[config.mk]
export PLATFORM = sky130hd
export DESIGN_NAME = fib_stream_buffer
export DESIGN_NICKNAME = d
export VERILOG_FILES = /design/src/rtl/fib_pkg.sv /design/src/rtl/fib_sync_fifo.sv /design/src/rtl/fib_stream_buffer.sv
export SDC_FILE = /design/constraint.sdc
export NUM_CORES = 1
export LEC_CHECK = 0
export ABC_AREA = 1
export CAP_MARGIN = 20
export CORE_MARGIN = 2
export CORE_UTILIZATION = 55
export CTS_BUF_LIST = sky130_fd_sc_hd__clkbuf_8
export DETAILED_ROUTE_END_ITERATION = 10
export GPL_TIMING_DRIVEN = 0
export HOLD_SLACK_MARGIN = 0.03
export PLACE_DENSITY = 0.77
export SLEW_MARGIN = 20
export SYNTH_ARGS = -nofsm -noshare
export SYNTH_HDL_FRONTEND = slang
export SYNTH_HIERARCHICAL = 1
export SYNTH_SLANG_ARGS = --single-unit
[constraint.sdc]
create_clock -name clk -period 4.1 [get_ports clk]
set_input_delay 1.025 -clock clk [delete_from_list [all_inputs] [get_ports clk]]
set_output_delay 1.025 -clock clk [all_outputs]
set_load 0.03 [all_outputs]
[src/rtl/fib_pkg.sv]
// fib_pkg: shared state encoding, FIFO entry layout and recurrence seeds for
// the Fibonacci stream buffer.
package fib_pkg;

    typedef enum logic [1:0] {
        IDLE  = 2'd0,
        RUN   = 2'd1,
        DRAIN = 2'd2,
        DONE  = 2'd3
    } fib_state_e;

    // Entry layout at the generator's native width; the top module builds the
    // same {last, data} layout at its own DATA_W.
    localparam int unsigned FIB_DATA_W = 32;

    typedef struct packed {
        logic                  last;
        logic [FIB_DATA_W-1:0] data;
    } fib_entry_t;

    localparam int unsigned FIB_SEED0 = 0;
    localparam int unsigned FIB_SEED1 = 1;

endpackage

[src/rtl/fib_sync_fifo.sv]
// fib_sync_fifo: DEPTH x WIDTH synchronous FIFO. Pointers carry an extra MSB
// so full and empty are distinguished without a separate counter. A push is
// accepted when not full or when a pop happens in the same cycle; a pop on an
// empty FIFO is ignored.
module fib_sync_fifo #(
    parameter int unsigned DEPTH = 8,
    parameter int unsigned WIDTH = 33
) (
    input  logic                     clk,
    input  logic                     rst_n,
    input  logic                     clr,
    input  logic                     push,
    input  logic                     pop,
    input  logic [WIDTH-1:0]         wdata,
    output logic [WIDTH-1:0]         rdata,
    output logic                     full,
    output logic                     empty,
    output logic [$clog2(DEPTH):0]   count
);

    localparam int unsigned AW = $clog2(DEPTH);
    localparam logic [AW:0] PTR_ONE = 1;

    logic [AW:0]      wr_ptr;
    logic [AW:0]      rd_ptr;
    logic [WIDTH-1:0] mem [DEPTH];
    logic             do_push;
    logic             do_pop;

    assign empty   = (wr_ptr == rd_ptr);
    assign full    = (wr_ptr[AW] != rd_ptr[AW]) && (wr_ptr[AW-1:0] == rd_ptr[AW-1:0]);
    assign count   = wr_ptr - rd_ptr;
    assign do_pop  = pop && !empty;
    assign do_push = push && (!full || do_pop);

    // Head word is read straight from storage; forced to zero while empty so
    // the output bus shows its reset value until something is written.
    assign rdata = empty ? '0 : mem[rd_ptr[AW-1:0]];

    // Pointer update; clr returns the FIFO to empty
    always_ff @(posedge clk or negedge rst_n) begin
        if (!rst_n) begin
            wr_ptr <= '0;
            rd_ptr <= '0;
        end else if (clr) begin
            wr_ptr <= '0;
            rd_ptr <= '0;
        end else begin
            if (do_push) wr_ptr <= wr_ptr + PTR_ONE;
            if (do_pop)  rd_ptr <= rd_ptr + PTR_ONE;
        end
    end

    // Storage write; contents need no reset because empty masks the read port
    always_ff @(posedge clk) begin
        if (do_push && !clr) mem[wr_ptr[AW-1:0]] <= wdata;
    end

endmodule

[src/rtl/fib_stream_buffer.sv]
// fib_stream_buffer: captures Fibonacci generator terms into a FIFO, counts
// them, checks the recurrence and forwards them over valid/ready with a last
// tag, followed by a one-cycle seq_done pulse once the FIFO drains.
// Build option: define FIB_STREAM_CHECK_EN to include the recurrence checker;
// without it seq_err and err_index are tied to zero.
module fib_stream_buffer
    import fib_pkg::*;
#(
    parameter int unsigned DATA_W = 32,
    parameter int unsigned DEPTH  = 8,
    parameter int unsigned CNT_W  = 16
) (
    input  logic              clk,
    input  logic              rst_n,
    input  logic              clr,
    input  logic              in_valid,
    input  logic [DATA_W-1:0] in_data,
    input  logic              in_last,
    output logic              out_valid,
    output logic [DATA_W-1:0] out_data,
    output logic              out_last,
    input  logic              out_ready,
    output logic [CNT_W-1:0]  term_count,
    output logic              seq_err,
    output logic [CNT_W-1:0]  err_index,
    output logic              overflow,
    output logic              seq_done
);

    localparam int unsigned AW = $clog2(DEPTH);
    localparam logic [AW:0] CNT_ONE_ENTRY = 1;

    typedef struct packed {
        logic              last;
        logic [DATA_W-1:0] data;
    } entry_t;

    fib_state_e  state;
    logic        take;
    logic        pop_fire;
    logic        fifo_full;
    logic        fifo_empty;
    logic [AW:0] fifo_count;
    logic [DATA_W:0] wr_word;
    logic [DATA_W:0] rd_word;
    entry_t      wr_entry;
    entry_t      head;

    // A term is processed only while collecting a sequence; clr wins
    assign take      = in_valid && !clr && (state == IDLE || state == RUN);
    assign out_valid = !fifo_empty;
    assign pop_fire  = out_valid && out_ready;
    assign wr_entry  = '{last: in_last, data: in_data};
    assign wr_word   = wr_entry;
    assign head      = rd_word;
    assign out_data  = head.data;
    assign out_last  = head.last;
    assign seq_done  = (state == DONE);

    fib_sync_fifo #(
        .DEPTH (DEPTH),
        .WIDTH (DATA_W + 1)
    ) u_fifo (
        .clk   (clk),
        .rst_n (rst_n),
        .clr   (clr),
        .push  (take),
        .pop   (out_ready),
        .wdata (wr_word),
        .rdata (rd_word),
        .full  (fifo_full),
        .empty (fifo_empty),
        .count (fifo_count)
    );

    // Sequence FSM; DRAIN ends on the edge that pops the final entry so that
    // seq_done is high in the very next cycle
    always_ff @(posedge clk or negedge rst_n) begin
        if (!rst_n) begin
            state <= IDLE;
        end else if (clr) begin
            state <= IDLE;
        end else begin
            case (state)
                IDLE, RUN: begin
                    if (take) state <= in_last ? DRAIN : RUN;
                end
                DRAIN: begin
                    if (fifo_empty || (pop_fire && fifo_count == CNT_ONE_ENTRY))
                        state <= DONE;
                end
                DONE:    state <= IDLE;
                default: state <= IDLE;
            endcase
        end
    end

    // Saturating term counter and sticky overflow for terms that find no room
    always_ff @(posedge clk or negedge rst_n) begin
        if (!rst_n) begin
            term_count <= '0;
            overflow   <= 1'b0;
        end else if (clr) begin
            term_count <= '0;
            overflow   <= 1'b0;
        end else if (take) begin
            if (term_count != '1) term_count <= term_count + CNT_W'(1);
            if (fifo_full && !pop_fire) overflow <= 1'b1;
        end
    end

`ifdef FIB_STREAM_CHECK_EN
    logic [DATA_W-1:0] prev1;
    logic [DATA_W-1:0] prev2;
    logic [DATA_W-1:0] expected;
    logic              at_one;

    // Expected value: seeds for the first two terms of a sequence, then the
    // wrapping sum of the two previously received terms
    always_comb begin
        expected = prev1 + prev2;
        if (state == IDLE) expected = DATA_W'(FIB_SEED0);
        else if (at_one)   expected = DATA_W'(FIB_SEED1);
    end

    // Recurrence check; predecessors track the received stream, first error latched
    always_ff @(posedge clk or negedge rst_n) begin
        if (!rst_n) begin
            prev1     <= '0;
            prev2     <= '0;
            at_one    <= 1'b0;
            seq_err   <= 1'b0;
            err_index <= '0;
        end else if (clr) begin
            prev1     <= '0;
            prev2     <= '0;
            at_one    <= 1'b0;
            seq_err   <= 1'b0;
            err_index <= '0;
        end else if (take) begin
            if (in_data != expected && !seq_err) begin
                seq_err   <= 1'b1;
                err_index <= term_count;
            end
            prev2  <= prev1;
            prev1  <= in_data;
            at_one <= (state == IDLE);
        end
    end
`else
    assign seq_err   = 1'b0;
    assign err_index = '0;
`endif

endmodule

==> results of run 1 <==
==> layer usage <==
layer,wire length [um],global-route usage,up-vias,part of all wire
met4,786,0.0952,0,0.026
met5,0,0,-,0
li1,-,-,4489,-
met2,15200,0.429,479,0.50
met1,12100,0.323,4299,0.39
met3,2640,0.0424,75,0.086
==> area by class of cell <==
type                    count  area, um^2
well taps                 319         399
repair buffers             99        1070
flip-flops and latches    291        8600
fillers                  1765        7820
multi-input cells         804        3560
clock inverters            37         239
inverters                 127         478
clock buffers              48         661
plain buffers              76         498
==> state kept, by name, summed over array words and instances, names as in the netlist <==
name / flops
state: 2
u_fifo/wr_ptr: 4
u_fifo/rd_ptr: 4
term_count: 16
overflow: 1
u_fifo/mem: 264
==> critical path: stages (launching register included) <==
cell	delay, ps
dfrtp_1	320
buf_2	220
buf_6	200
buf_4	230
inv_1	90
ha_1	330
nand2_1	120
nor2_2	70
nand2_4	140
buf_6	180
nand2_1	80
nor2_1	240
buf_2	260
==> power by group <==
| part | switching, mW | leakage (nW) | internal, mW |
|---|---|---|---|
| registers | 0.0122 | 2.75 | 3.26 |
| clock network | 1.11 | 0.503 | 1.28 |
| logic | 0.682 | 3.00 | 0.331 |
==> path summary, 6_finish.rpt <==
path | endpoint | slack (ps) | cells after the start
worst max-delay path | out_data[31] | 40 | 12
worst max register to register | u_fifo/mem[3][18]$_DFFE_PP_ | 580 | 11
worst min-delay path | overflow$_DFFE_PN0P_ | 490 | 1
worst min register to register | overflow$_DFFE_PN0P_ | 490 | 1
min in group asynchronous | term_count[11]$_DFFE_PN0P_ | 500 | 1
max in group asynchronous | u_fifo/wr_ptr[1]$_DFFE_PN0P_ | 3170 | 1
==> layout by cell type (no fill, tap or decap), types with 22 or more instances in the layout <==
cell               n
nor2_1           282
nand2_1          274
edfxtp_1         264
inv_1            133
nand3_1           91
clkdlybuf4s50_1   55
clkbuf_8          48
o21ai_0           43
buf_2             35
o21ai_1           30
dfrtp_1           27
buf_4             23
clkdlybuf4s15_2   22
==> timing repair <==
action	4_1_cts	5_1_grt
pin swaps	1	1
setup endpoints to repair	34	32
buffers inserted	1	1
gates resized for setup	105	23
==> through the flow <==
stage,instance area (um^2),util,hold WS [ps],instances
6_report,15500,0.665,495,1801
5_1_grt,15500,0.665,521,1801
4_1_cts,15500,0.666,498,1800
3_5_place_dp,14600,0.625,484,1714
3_3_place_gp,14300,0.614,483,1706
2_1_floorplan,13000,-,462,1298
==> logic make-up after synthesis <==
family                     after synthesis  share of synthesized area
and+or+nand+nor                        681                      0.212
other                                    1                   0.000289
AOI/OAI and AO/OA                       87                     0.0370
buffers and inverters                  203                     0.0730
xor gates and xnor gates                12                    0.00809
DFF                                    291                      0.662
adders and majority gates                7                    0.00732
==> metrics.md, run 1 <==
| Metric | Value |
|---|---|
| Dominant cells by area after synthesis | edfxtp_1 (61%), nor2_1 (8.4%), nand2_1 (7.9%), dfrtp_1 (5.2%), inv_1 (3.6%) |
| Sequential-to-total area share from yosys stat | 0.662 |
| Antenna viol nets, final | 0 |
| Layout cell share with drive strength beyond 1 | 0.133 |
| Most numerous cell in the Yosys netlist | nor2_1 |
| Setup_tns | 0 ps |
| Async SR Flop Fraction | 0.0928 |
| Slew @ Worst Pin | 757 ps |
| CTS root buf | clkbuf_8 |
| Vias per inst | 5.19 |
| Max frequency | 0.246 GHz |
| Reg-to-Reg Start | u_fifo/rd_ptr[2]$_DFFE_PN0P_ |
| Worst-path fanout max | 10 |
| Crit start category | flop |
| Power Dens Cells | 431 nW/um^2 |
| Starting density of the core | 0.557 |
| CP arrival | roughly 3000 ps |
| Core Rows | 56 |
| DRC Markers | 0 |
| Core Region | 23,300 um^2 |
| Final setup violation count | 0 |
| Hpwl dp | about 20,000 um |
| Final Worst Setup Slack | ~40 ps |
| Outcome | finished clean |
| Worst Setup SP | u_fifo/rd_ptr[2]$_DFFE_PN0P_ |
| Via count of the first global-routing pass | 9,181 |
| First-pass GRT wire length | 47,200 um |
| Syn. warnings | 6 |
| Area growth from synthesis to layout | 19.4% |
| RePlAce Congestion | between 0.8 and 0.9 |
| Pins Over Slew Limit | 0 |
| IO buf count | 89 |
| VDD IR-drop max | 0.283 mV |
| Vias after detailed routing | roughly 9.3k |
| IO Count | 107 |
| Relative slew slack | 0.494 |
| Synth area leader | edfxtp_1 |
| Die height | about 160 um |
| Gr usage total | 0.251 |
| Top post-synthesis cells by count | nor2_1 (291), nand2_1 (274), edfxtp_1 (264), inv_1 (123), nand3_1 (91) |
| Share of the synthesized area in the top cell type | 0.610 |
| Final Power | 6.68 mW |
| CP Data Required Time | 3070 ps |
| Initial DRC count | between 1k and 1.5k |
| Post-CTS Hold Buffers | 0 |
| Cells after Synth | around 1.3k |
| N_diodes | 0 |
| Grt total ovfl | 0 |
| Routed WL | 30,700 um |
| Clock Sink Count | about 290 |
| WL per Instance | 17.0 um |
| Final hold vios | 0 |
| Lkg Pwr | 6.25 nW |
| Hold WC Path Type | reg -> reg |
| Crit share post-route | 0.990 |
| Pre-CTS WS | -275 ps |
| Num CTS Buffers | 47 |
| Maximum root-to-sink buffer count | 3 |
| H-tree Lvls | 2 |
| WS Path Type | reg -> out |
| Die X | 158 um |
| Clock skew | 17.2 ps |
| Initial antenna violation count | 0 |
| Fin crit period | around 4100 ps |
| Synthesized flop and latch total | 291 |
| Max_cap viols | 0 |
| Number of enable flip-flop cells after synthesis | 264 |
| Worst hold start | overflow$_DFFE_PN0P_ |
| Syn_area_per_cell | just over 10 um^2 |
| Unique masters post-synth | 38 |
| Ys flop type | edfxtp_1 |
| CTS tree | yes |
| Skew-Pair Late Insertion Delay | 560 ps |
| Critical Path End Type | output pin |
| Die area | 24,900 um^2 |
| Detailed Routing Iterations Pass 1 | 5 |
| Synthesized cell area | 13,000 um^2 |
| Pin count of the biggest net entering global routing | 28 |
| Layout Nets | 1,491 |
| Reg clk slew, reported paths | 60 ps |
No activity file was read; power rests on OpenSTA's default activity.
==> inputs of run 2 (changes only) <==
CORE_UTILIZATION = 57   (was 55)
PLACE_DENSITY = 0.8   (was 0.77)
SKIP_CTS_REPAIR_TIMING = 1   (was not set)
SYNTH_HIERARCHICAL = not set   (was 1)
==> metrics.md, run 2 <==
| Metric | Value |
|---|---|
| FILL cells | 1,456 (was 1,765) |
| Syn_area_per_cell | 11.8 um^2 (was 10.1 um^2) |
| Detailed Routing Iterations Pass 1 | 5 (unchanged) |
| Pin count of the biggest net entering global routing | 28 (unchanged) |
| Unrepaired setup endpoints after global routing | false |
| Grt total ovfl | 0 (unchanged) |
| Critical Path End Type | output pin (unchanged) |
| Maximum root-to-sink buffer count | 3 (unchanged) |
| WL per Instance | 19.8 um (was 17.0 um) |
| Skew-Pair Late Insertion Delay | 550 ps (was 560 ps) |
| Share of the synthesized area in the top cell type | 0.655 (was 0.610) |
| Final setup violation count | 0 (unchanged) |
| CTS root buf | clkbuf_8 (unchanged) |
| VDD IR-drop max | 0.401 mV (was 0.283 mV) |
| Core Rows | 53 (was 56) |
| Clock Sink Count | 291 (unchanged) |
| DRC Markers | 0 (unchanged) |
| Cells after Synth | 1,026 (was 1,282) |
| Syn. warnings | 0 (was 6) |
| Reg clk slew, reported paths | 60 ps (about the same) |
| H-tree Lvls | 2 (unchanged) |
| Starting density of the core | 0.578 (was 0.557) |
| Area growth from synthesis to layout | 19.4% (about the same) |
| RePlAce Congestion | 0.826 (was 0.845) |
| Die area | 22,400 um^2 (was 24,900 um^2) |
| Routed WL | 29,800 um (was 30,700 um) |
| Unique masters post-synth | 36 (was 38) |
| Crit start category | flop (unchanged) |
| Final Worst Setup Slack | 117 ps (was 40.4 ps) |
| Number of enable flip-flop cells after synthesis | 264 (unchanged) |
| Num CTS Buffers | 46 (was 47) |
| CTS tree | yes (unchanged) |
| N_diodes | 0 (unchanged) |
| Fin crit period | 3980 ps (was 4060 ps) |
| Async SR Flop Fraction | 0.0928 (unchanged) |
| Relative slew slack | 0.526 (was 0.494) |
| IO Count | 107 (unchanged) |
| Vias per inst | 5.91 (was 5.19) |
| CP Cell Sequence | inv_1, clkbuf_4, buf_6, ha_1, nand3_1, inv_1, nand2_4, buf_4, o21ai_1, nor2_1, clkbuf_2 (was buf_2, buf_6, buf_4, inv_1, ha_1, nand2_1, nor2_2, nand2_4, buf_6, nand2_1, nor2_1, buf_2) |
| Synthesized flop and latch total | 291 (unchanged) |
| Max reg flops | 264 (unchanged) |
| Hpwl dp | 18,600 um (was 19,700 um) |
| Outcome | finished clean (unchanged) |
| Layout Nets | 1,237 (was 1,491) |
| Pre-CTS WS | -660 ps (was -275 ps) |
| Slew @ Worst Pin | 711 ps (was 757 ps) |
| Initial antenna violation count | 0 (unchanged) |
| Sequential-to-total area share from yosys stat | 0.711 (was 0.662) |
| Critical-path top delay cell | dfrtp_2 (was ha_1) |
| Critical path's most frequent cell | inv_1 |
| Die X | 150 um (was 158 um) |
| Most frequent cells in the layout | edfxtp_1 (264), nor2_1 (220), o21ai_0 (168), nand2_1 (82), o22ai_1 (66) (was nor2_1 (282), nand2_1 (274), edfxtp_1 (264), inv_1 (133), nand3_1 (91)) |
| Gr usage total | 0.267 (was 0.251) |
| Ys flop type | edfxtp_1 (unchanged) |
| Die height | 150 um (was 158 um) |
| Most numerous cell in the Yosys netlist | edfxtp_1 (was nor2_1) |
| Lkg Pwr | 5.31 nW (was 6.25 nW) |
| IO buf count | 88 (was 89) |
| Max_cap viols | 0 (unchanged) |
| Pins Over Slew Limit | 0 (unchanged) |
| Layout cell share with drive strength beyond 1 | 0.128 (was 0.133) |
| Power Dens Cells | 507 nW/um^2 (was 431 nW/um^2) |
| Core Region | 21,000 um^2 (was 23,300 um^2) |
| First-pass GRT wire length | 45,700 um (was 47,200 um) |
| Hold WC Path Type | in -> async (was reg -> reg) |
| Via count of the first global-routing pass | 8,763 (was 9,181) |
| Dominant cells by area after synthesis | edfxtp_1 (65%), nor2_1 (7.0%), o21ai_0 (6.9%), dfrtp_1 (5.6%), o22ai_1 (3.4%) (was edfxtp_1 (61%), nor2_1 (8.4%), nand2_1 (7.9%), dfrtp_1 (5.2%), inv_1 (3.6%)) |
| CP Data Required Time | 3070 ps (about the same) |
| CP arrival | 2960 ps (was 3030 ps) |
| Worst-path fanout max | 11 (was 10) |
| Buf/Inv on CP | 6 (unchanged) |
| Initial DRC count | 1,052 (was 1,072) |
| Delay-heaviest family, CP | buffers and inverters (unchanged) |
| Top post-synthesis cells by count | edfxtp_1 (264), nor2_1 (227), o21ai_0 (168), nand2_1 (83), o22ai_1 (66) (was nor2_1 (291), nand2_1 (274), edfxtp_1 (264), inv_1 (123), nand3_1 (91)) |
| WS Path Type | reg -> out (unchanged) |
| Final hold vios | 0 (unchanged) |
| Synthesized cell area | 12,100 um^2 (was 13,000 um^2) |
| Vias after detailed routing | 8,858 (was 9,342) |
| Antenna viol nets, final | 0 (unchanged) |
| Max frequency | 0.251 GHz (was 0.246 GHz) |
| Crit share post-route | 0.971 (was 0.990) |
| Commonest non-fill, non-tap cell in the layout | edfxtp_1 (was nor2_1) |
| CP max stage delay | 460 ps (was 330 ps) |
| Synth area leader | edfxtp_1 (unchanged) |
| Final Power | 7.32 mW (was 6.68 mW) |
| Clock skew | 18.0 ps (was 17.2 ps) |
run 2: cell families after synthesis:
family                     synth area share
DFF                                   0.711
buffers and inverters                0.0412
xor gates and xnor gates            0.00506
and+or+nand+nor                       0.119
AOI/OAI and AO/OA                     0.116
other                              0.000310
adders and majority gates           0.00785
run 2: report_power, final:
| part | leakage (nW) | switching [mW] | internal [mW] |
|---|---|---|---|
| Sequential | 2.75 | 0.0247 | 3.29 |
| Clock | 0.464 | 1.08 | 1.14 |
| Combinational | 2.10 | 1.27 | 0.520 |
run 2: through the flow:
stage	area [um^2]	setup TNS [ps]	hold slack, ps	utilization	std cells
6_report	14500	0	503	0.690	1500
5_1_grt	14500	0	531	0.690	1500
4_1_cts	14500	-38770	505	0.691	1496
3_5_place_dp	13700	-18180	505	0.652	1415
3_3_place_gp	13400	-322800	512	0.639	1405
2_1_floorplan	12200	0	514	-	1042
run 2: path summary, 6_finish.rpt:
| kind | from | end | slack (ps) | depth (start not counted) |
|---|---|---|---|---|
| max in group asynchronous | rst_n | u_fifo.rd_ptr[2]$_DFFE_PN0P_ | 3130 | 1 |
| hold reg to reg | overflow$_DFFE_PN0P_ | overflow$_DFFE_PN0P_ | 520 | 1 |
| hold / removal | rst_n | term_count[14]$_DFFE_PN0P_ | 500 | 1 |
| setup / recovery | u_fifo.rd_ptr[1]$_DFFE_PN0P_ | out_data[28] | 120 | 11 |
| setup reg to reg | u_fifo.rd_ptr[1]$_DFFE_PN0P_ | u_fifo.mem[6][12]$_DFFE_PP_ | 670 | 13 |
| min in group clk | overflow$_DFFE_PN0P_ | overflow$_DFFE_PN0P_ | 520 | 1 |
run 2: area by class of cell:
cell class,count,area [um^2],area share
buffer,74,405,0.0280
inverter,30,116,0.00805
sequential,291,8610,0.595
clock inverter,33,158,0.0109
multi-input combinational,646,3140,0.217
clock buffer,48,661,0.0457
tap,275,344,0.0238
timing repair buffer,103,1030,0.0715
run 2: metal layers:
metal,share of wire,vias up,global-route usage
li1,-,3977,-
met1,0.38,4226,0.351
met2,0.48,561,0.440
met3,0.10,94,0.0460
met4,0.033,0,0.123
met5,0,-,0
==> inputs of run 3 (changes only) <==
clock period = 3.7 ns   (was 4.1 ns; I/O delays follow)
==> metrics.md, run 3 (same netlist as run 2, synthesis figures left out) <==
| Metric | Value |
|---|---|
| Critical Path End Type | output pin (unchanged) |
| Grt met1 use | 0.351 (unchanged) |
| Most frequent cells in the layout | edfxtp_1 (264), nor2_1 (218), o21ai_0 (167), nand2_1 (82), o22ai_1 (66) (was edfxtp_1 (264), nor2_1 (220), o21ai_0 (168), nand2_1 (82), o22ai_1 (66)) |
| DRC Markers | 0 (unchanged) |
| CP Cell Sequence | inv_4, buf_8, buf_8, ha_1, nand3_1, inv_2, nand2_4, buf_6, o21ai_0, nor2_1, buf_2 (was inv_1, clkbuf_4, buf_6, ha_1, nand3_1, inv_1, nand2_4, buf_4, o21ai_1, nor2_1, clkbuf_2) |
| VDD IR-drop max | 0.445 mV (was 0.401 mV) |
| Reg-to-Reg Start | u_fifo.rd_ptr[1]$_DFFE_PN0P_ (unchanged) |
| RePlAce Congestion | 0.826 (unchanged) |
| Core Rows | 53 (unchanged) |
| GR Util met3 | 0.0460 (unchanged) |
| Critical path's most frequent cell | buf_8 (was inv_1) |
| CP arrival | 2710 ps (was 2960 ps) |
| Pins Over Slew Limit | 0 (unchanged) |
| CP max stage delay | 450 ps (was 460 ps) |
| Worst Setup SP | u_fifo.rd_ptr[1]$_DFFE_PN0P_ (unchanged) |
| Area growth from synthesis to layout | 19.9% (was 19.4%) |
| First-pass GRT wire length | 45,700 um (unchanged) |
| Routed WL | 30,100 um (was 29,800 um) |
| Slew @ Worst Pin | 718 ps (was 711 ps) |
| Max_cap viols | 0 (unchanged) |
| Int Power | 5.52 mW (was 4.95 mW) |
| Detailed Routing Iterations Pass 1 | 5 (unchanged) |
| Pin count of the biggest net entering global routing | 28 (unchanged) |
| Outcome | finished clean (unchanged) |
| Final setup violation count | 0 (unchanged) |
| Maximum root-to-sink buffer count | 3 (unchanged) |
| WL per Instance | 20.1 um (was 19.8 um) |
| CTS tree | yes (unchanged) |
| Worst-path fanout max | 11 (unchanged) |
| Lkg Pwr | 5.30 nW (was 5.31 nW) |
| Reg clk slew, reported paths | 60 ps (about the same) |
| FF-to-FF path depth | 13 (unchanged) |
| Initial DRC count | 1,147 (was 1,052) |
| GRT busiest layer | met2 (unchanged) |
| Combinational fraction of design power | 0.250 (was 0.245) |
| Layout cell share with drive strength beyond 1 | 0.141 (was 0.128) |
| Clock skew | 11.6 ps (was 18.0 ps) |
| GR Util met2 | 0.440 (unchanged) |
| Crit path to | out_data[12] (was out_data[28]) |
| IO buf count | 88 (unchanged) |
| Vias per inst | 5.94 (was 5.91) |
| Hold WC Path Type | in -> async (unchanged) |
| Die area | 22,400 um^2 (unchanged) |
| Finished Cell Area | 14,500 um^2 (about the same) |
| Skew-Pair Late Insertion Delay | 550 ps (about the same) |
| Layout Nets | 1,240 (was 1,237) |
| Starting density of the core | 0.578 (unchanged) |
| Num CTS Buffers | 46 (unchanged) |
| Power Dens Cells | 562 nW/um^2 (was 507 nW/um^2) |
| Clock share of power | 0.300 (was 0.303) |
| Final hold vios | 0 (unchanged) |
| Commonest non-fill, non-tap cell in the layout | edfxtp_1 (unchanged) |
| Initial antenna violation count | 0 (unchanged) |
| Critical-path top delay cell | dfrtp_2 (unchanged) |
| Clock Sink Count | 291 (unchanged) |
| Net Switching | 2.65 mW (was 2.37 mW) |
| Max reg flops | 264 (unchanged) |
| Fin crit period | 3630 ps |
| Sequential Power Share | 0.450 (was 0.453) |
| Reg-to-Reg End | u_fifo.mem[6][22]$_DFFE_PP_ (was u_fifo.mem[6][12]$_DFFE_PP_) |
| Sw Share | 0.325 (was 0.324) |
| Hpwl dp | 18,600 um (unchanged) |
| Max frequency | roughly 0.28 GHz |
| Crit start category | flop (unchanged) |
| Gr usage total | 0.267 (unchanged) |
| WS Path Type | reg -> out (unchanged) |
| Core Region | 21,000 um^2 (unchanged) |
| Placed cell area | 13,700 um^2 (unchanged) |
| CP Data Required Time | 2770 ps (was 3070 ps) |
| Vias after detailed routing | 8,921 (was 8,858) |
| Via count of the first global-routing pass | 8,763 (unchanged) |
| IO Count | 107 (unchanged) |
| Crit share post-route | 0.982 |
| Die X | 150 um (unchanged) |
| Die height | 150 um (unchanged) |
| WHS | 405 ps (was 503 ps) |
| N_diodes | 0 (unchanged) |
| CTS root buf | clkbuf_8 (unchanged) |
| Final core occ | 0.693 (was 0.690) |
| Antenna viol nets, final | 0 (unchanged) |
| Grt total ovfl | 0 (unchanged) |
| H-tree Lvls | 2 (unchanged) |
| Reg-to-reg slack, setup | 400 ps (was 670 ps) |
| Relative slew slack | 0.520 (was 0.526) |
-- run 3: cell types whose count changed in the layout (fill, tap and decap cells not counted), sizes merged --
cell	change
buf	+7
clkbuf	-1
nand2	+1
dlymetal6s2s	-4
-- run 3: critical path: cells and delay by family, from the launching register on --
family                   cells  cell delay, ps
AO/OA/AOI/OAI                1             140
adder cells (fa/ha/maj)      1             310
AND/OR/NAND/NOR              3             420
buffers and inverters        6             820
flip-flops                   1             450
-- run 3: worst min-delay path by stage --
stage,endpoint,start,slack (ps)
3_3_place_gp,overflow$_DFFE_PN0P_,overflow$_DFFE_PN0P_,510
3_5_place_dp,overflow$_DFFE_PN0P_,overflow$_DFFE_PN0P_,500
4_1_cts,term_count[14]$_DFFE_PN0P_,rst_n,410
5_1_grt,term_count[14]$_DFFE_PN0P_,rst_n,460
6_report,term_count[10]$_DFFE_PN0P_,rst_n,400
2_1_floorplan,state[0]$_DFFE_PN0P_,state[0]$_DFFE_PN0P_,510
-- run 3: stage by stage --
stage	setup slack, ps	setup TNS [ps]	total power [mW]	instances
6_report	68.1	0	8.17	1503
5_1_grt	-12.4	-18.3	8.47	1503
4_1_cts	-1580	-54110	8.20	1496
3_5_place_dp	-960	-31310	5.78	1415
3_3_place_gp	-1750	-439000	5.72	1405
2_1_floorplan	84.8	0	4.95	1042
-- run 3: layout make-up --
cell class | count | area (um^2)
Clock buffer | 48 | 661
Fill cell | 1443 | 6430
Tap cell | 275 | 344
Buffer | 74 | 439
Inverter | 30 | 119
Multi-Input combinational cell | 647 | 3160
Timing Repair Buffer | 105 | 1040
Sequential cell | 291 | 8610
Clock inverter | 33 | 158
-- run 3: layer usage --
layer | vias up | share of wire
met4 | 0 | 0.029
met2 | 551 | 0.49
met1 | 4286 | 0.38
met5 | - | 0
met3 | 93 | 0.10
li1 | 3991 | -
-- run 3: power groups by stage --
stage | Sequential [mW] | Combinational [mW] | Clock [mW]
3_3_place_gp | 3.74 | 1.98 | 0
3_5_place_dp | 3.74 | 2.04 | 0
4_1_cts | 3.67 | 2.05 | 2.48
2_1_floorplan | 3.74 | 1.21 | 0
6_report | 3.67 | 2.04 | 2.45
5_1_grt | 3.68 | 2.18 | 2.61
